File: src/rtl/nbit_down_counter.sv
// Loadable N-bit down-counter/timer with terminal-count pulse and optional auto-reload.
// Define DOWNCNT_PRESCALE_EN to decrement once every PRESCALE clocks instead of every clock.
module nbit_down_counter #(
    parameter int N        = 4,
    parameter int PRESCALE = 4
) (
    input  logic         clk,
    input  logic         rst,
    input  logic         start,
    input  logic         stop,
    input  logic [N-1:0] load_val,
    input  logic         auto_reload,
    output logic [N-1:0] count,
    output logic         busy,
    output logic         done,
    output logic         tc
);

    typedef enum logic [1:0] {
        IDLE = 2'd0,
        RUN  = 2'd1,
        DONE = 2'd2
    } state_t;

    state_t       state;
    state_t       state_n;
    logic [N-1:0] count_n;
    logic [N-1:0] reload_q;
    logic [N-1:0] reload_n;
    logic         tc_n;
    logic         tick;

`ifdef DOWNCNT_PRESCALE_EN
    localparam int PW = (PRESCALE > 1) ? $clog2(PRESCALE) : 1;
    localparam logic [PW-1:0] PRESC_LAST = PW'(PRESCALE - 1);

    logic [PW-1:0] presc;
    logic [PW-1:0] presc_n;

    assign tick = (state == RUN) && (presc == PRESC_LAST);

    // Prescaler only advances in an undisturbed RUN cycle; start/stop restart the phase.
    always_comb begin
        presc_n = '0;
        if (state == RUN && !stop && !start && !tick) begin
            presc_n = presc + PW'(1);
        end
    end

    always_ff @(posedge clk or posedge rst) begin
        if (rst) begin
            presc <= '0;
        end else begin
            presc <= presc_n;
        end
    end
`else
    // Every RUN cycle is a tick; PRESCALE only matters in the prescaled build.
    assign tick = (state == RUN) && (PRESCALE >= 1);
`endif

    // NOTE: every always_comb output gets a default first so no path leaves it unassigned (no latch).
    always_comb begin
        state_n  = state;
        count_n  = count;
        reload_n = reload_q;
        tc_n     = 1'b0;
        if (stop) begin
            state_n = IDLE;
        end else if (start) begin
            reload_n = load_val;
            if (load_val == '0) begin
                count_n = '0;
                tc_n    = 1'b1;
                state_n = DONE;
            end else begin
                count_n = load_val;
                state_n = RUN;
            end
        end else if (tick) begin
            if (count > N'(1)) begin
                count_n = count - N'(1);
            end else begin
                // Terminal event: auto_reload is sampled here, not at start.
                tc_n = 1'b1;
                if (auto_reload) begin
                    count_n = reload_q;
                end else begin
                    count_n = '0;
                    state_n = DONE;
                end
            end
        end
    end

    // NOTE: sequential state uses non-blocking assignments so all registers update together.
    always_ff @(posedge clk or posedge rst) begin
        if (rst) begin
            state    <= IDLE;
            count    <= '0;
            reload_q <= '0;
            tc       <= 1'b0;
        end else begin
            state    <= state_n;
            count    <= count_n;
            reload_q <= reload_n;
            tc       <= tc_n;
        end
    end

    assign busy = (state == RUN);
    assign done = (state == DONE);

endmodule
File: config.mk
export PLATFORM = sky130hd
export DESIGN_NAME = nbit_down_counter
export DESIGN_NICKNAME = d
export VERILOG_FILES = /design/src/rtl/nbit_down_counter.sv
export SDC_FILE = /design/constraint.sdc
export NUM_CORES = 1
export LEC_CHECK = 0
export BUFFER_PORTS_ARGS = -buffer_cell sky130_fd_sc_hd__buf_4
export CORE_UTILIZATION = 30
export DETAILED_ROUTE_END_ITERATION = 7
export PLACE_DENSITY = 0.51
export RECOVER_POWER = 50
export SETUP_SLACK_MARGIN = 0.3
export SLEW_MARGIN = 15
export SYNTH_ARGS = -nofsm -noshare
export SYNTH_HDL_FRONTEND = slang
export SYNTH_SLANG_ARGS = --single-unit
File: constraint.sdc
create_clock -name clk -period 2.25 [get_ports clk]
set_input_delay 0.1125 -clock clk [delete_from_list [all_inputs] [get_ports clk]]
set_output_delay 0.1125 -clock clk [all_outputs]
set_load 0.01 [all_outputs]
==> results summary <==
The count of port buffers added during placement came out at 15. The number of clock buffers added by TritonCTS is 3. The tree is rooted in a sky130_fd_sc_hd__clkbuf_4. The first global-routing pass estimated around 2200 um of wire.

The clock insertion delay at the later pin of the skew report came out at roughly 0.26 ns. The highest attainable clock frequency came out at between 500 and 600 MHz. The HPWL after detailed placement is approximately 1100 um. Counting every net in the synthesized netlist gives 72. The synthesis warning total came out at 0. The clock arrives with around 0.0055 ns of skew. The length of the first detailed-routing pass in iterations is 4. The total area inside the core boundary comes to roughly 2000 um2. The type of the worst setup path is register to register. The combined global-route utilization of all metal layers is 14.0%.

The die is roughly 48 um tall. The static leakage came out at about 0.37 nW. The total setup buffers inserted after CTS is 0. The share of flip-flops with an asynchronous set or reset came out at 100%. After global routing the overflow that remains totals 0. The mean area per synthesized cell is 10.3 um2.

The post-layout instance area came out at between 800 and 900 um2. The start point of the critical path is count[0]$_DFFE_PP0P_. The buffer levels on the longest clock path is 2. The maximum number of pins on one net before global-route repair is 12.

In the synthesized netlist the dominant register cell turns out to be sky130_fd_sc_hd__dfrtp_1. Dividing the detail-routed wire length by the instance count gives approximately 12 um. Setup repair after global routing left no endpoint under its margin. The maximum vdd ir drop is between 0.3 and 0.4 mV. For this configuration, the core starts out at a cell density of around a third.

Cells with a size suffix above 1 make up 30.9% of the layout. The critical path launch point type is a register. The total negative setup slack came out at 0 ns. During I/O placement, the number of pins put on the boundary was 16. The number of nets in the finished design came out at 93. The count of nets left with antenna violations once routing finished came out at 0. The standard cell area after detailed placement is about 780 um2. The die span in x is 47.8 um. The depth of the worst register-to-register path came out at 6. The final max-slew violation count came out at 0. The worst setup path is captured at a register. Along the worst path, the maximum fanout reaches 6.

The flow ran to the end, and the final reports show no timing, DRC or antenna violations. The max-slew headroom at the worst pin is between 70% and 80%. The total of fill cells in the finished design came out at around 220. Data arrives at the worst endpoint at 1.83 ns. Setup violations remaining at the end of the flow were counted as 0.

The routability congestion estimate from global placement is roughly 0.74. After detailed routing, the total wire length is 1350 um. The via count of the routed design is around 540. The max-capacitance violation count is 0. In this run the worst hold path is classified as primary input to register. The number of unique standard cell types used by synthesis is 28. The deepest level of the CTS H-tree is 1. Synthesis produced a netlist whose cell count is 61. Of all cell types, the one taking the most synthesized area is sky130_fd_sc_hd__dfrtp_1. The number of enable flip-flop cells after synthesis is 0. The clock period minus worst slack came out at between 1.5 and 2 ns. The number of placement rows came out at 16. By count the netlist is led by sky130_fd_sc_hd__dfrtp_1, sky130_fd_sc_hd__inv_1, sky130_fd_sc_hd__mux2_1, sky130_fd_sc_hd__nand2_1, sky130_fd_sc_hd__o31ai_1. The final hold violation count came out at 0. Clock-pin slew was measured on the worst setup and hold paths at roughly 0.070 ns. In this run the critical register-to-register path is captured at count[2]$_DFFE_PP0P_. The final period utilization is ~75%. The via count of the first global-routing pass is around 490.

The number of vias per cell after detailed routing came out at between 4 and 5. TritonCTS built the clock tree. Sequential cells were found to cover a little over two fifths of the synthesized design area. The worst-case register-to-register setup slack came out at between 0.5 and 0.6 ns. By area the synthesized netlist is led by sky130_fd_sc_hd__dfrtp_1, sky130_fd_sc_hd__mux2_1, sky130_fd_sc_hd__o31ai_1, sky130_fd_sc_hd__a311oi_1, sky130_fd_sc_hd__ha_1.

Power spread over the standard cell area amounts to around 750 nW/um2. The number of sinks handled by clock tree synthesis came out at 11. The area overhead of the layout relative to synthesis is 29.0%. The initial antenna violation count is 0.

The quantity of hold-fixing buffers added after cts came out at 1. Once the clock tree was built, the resizer swapped 0 gates to a different size. The number of synthesized register bits is 11. After detailed routing, the number of remaining DRC violations is 0. The sequential cell area came out at 275 um2. The most frequently used cell type in the post-synthesis netlist is sky130_fd_sc_hd__dfrtp_1. The area used by multi-input combinational logic is ~330 um2.

The die area came out at between 2000 and 2500 um2. Of the post-synthesis cell area, the dominant cell type holds a little over two fifths. The slew at the pin closest to its max-slew limit came out at 0.422 ns. The worst register-to-register path begins at count[0]$_DFFE_PP0P_. The required time of the critical path is around 2.4 ns. The least setup slack across all paths after layout is 0.570 ns. Summing every instance area after synthesis gives roughly 630 um2.

The number of antenna cells inserted is 0. The detailed router's first-iteration violation count is 12. The post-place setup slack is 0.578 ns. The critical path ends at count[2]$_DFFE_PP0P_.
worst min-delay path by stage:
stage                     from                      end  slack (ns)  depth (start not counted)
after CTS                 stop     state[0]$_DFFE_PP0P_        0.04                          2
after detailed placement   rst  reload_q[2]$_DFFE_PP0P_        0.14                          2
final                     stop     state[0]$_DFFE_PP0P_        0.05                          2
after floorplan            rst     count[0]$_DFFE_PP0P_       -0.04                          1
after global routing      stop     state[0]$_DFFE_PP0P_        0.04                          2
after global placement     rst  reload_q[2]$_DFFE_PP0P_        0.14                          2
routing by layer:
layer	part of all wire (%)	up-vias	GRT usage, %	wire length (um)
met5	0	-	0	0
met4	0.67	0	1.67	9
met3	6.1	2	5.66	82
met2	45	17	21.6	602
met1	48	251	19.1	653
li1	-	265	-	-
kinds of logic (layout without fill, tap and decap cells):
kind of cell | Yosys count | count (layout) | synth area share [%]
muxes | 5 | 5 | 8.93
AOI/OAI and AO/OA | 18 | 18 | 22.0
and+or+nand+nor | 19 | 19 | 17.9
buffers and inverters | 6 | 26 | 3.57
adders and majority gates | 2 | 2 | 3.97
DFF | 11 | 11 | 43.7
flip-flops by register name (all words and copies together), names as in the netlist:
signal	count
count	4
reload_q	4
state	2
tc	1
power by group:
part | leakage (nW) | internal, mW | switching, mW
sequential | 0.135 | 0.228 | 0.0370
clock | 0.0150 | 0.0685 | 0.0633
combinational | 0.221 | 0.109 | 0.104
total | 0.371 | 0.405 | 0.204
per-stage QoR:
step,hold WS (ns),instances,power [mW],utilization (%)
5_1_grt,0.0418,108,0.659,41.5
2_1_floorplan,-0.0351,61,0.400,-
3_5_place_dp,0.138,103,0.482,39.6
6_report,0.0505,108,0.610,41.5
4_1_cts,0.0441,108,0.617,41.5
3_3_place_gp,0.142,103,0.480,39.6
cell usage in the layout, fill, tap and decap left out, drive strengths merged, types with 4 or more instances in the layout:
cell type and n:
buf 14, inv 6, clkbuf 5, mux2 5, nor2 5, nand2 5
o31ai 4, dfrtp 11
critical path, stage by stage (launching register included):
cell,delay [ns]
sky130_fd_sc_hd__dfrtp_1,0.45
sky130_fd_sc_hd__inv_1,0.07
sky130_fd_sc_hd__ha_1,0.23
sky130_fd_sc_hd__or2_4,0.26
sky130_fd_sc_hd__and2_4,0.16
sky130_fd_sc_hd__a311oi_1,0.28
sky130_fd_sc_hd__o31ai_1,0.11
final cells by class:
| type | count | share of cell area [%] |
|---|---|---|
| timing repair buffer | 16 | 15.1 |
| sequential | 11 | 33.8 |
| multi-input combinational | 44 | 40.9 |
| inverter | 6 | 2.77 |
| tap | 27 | 4.15 |
| clock buffer | 4 | 3.23 |
(Power assumes the default switching activity.)
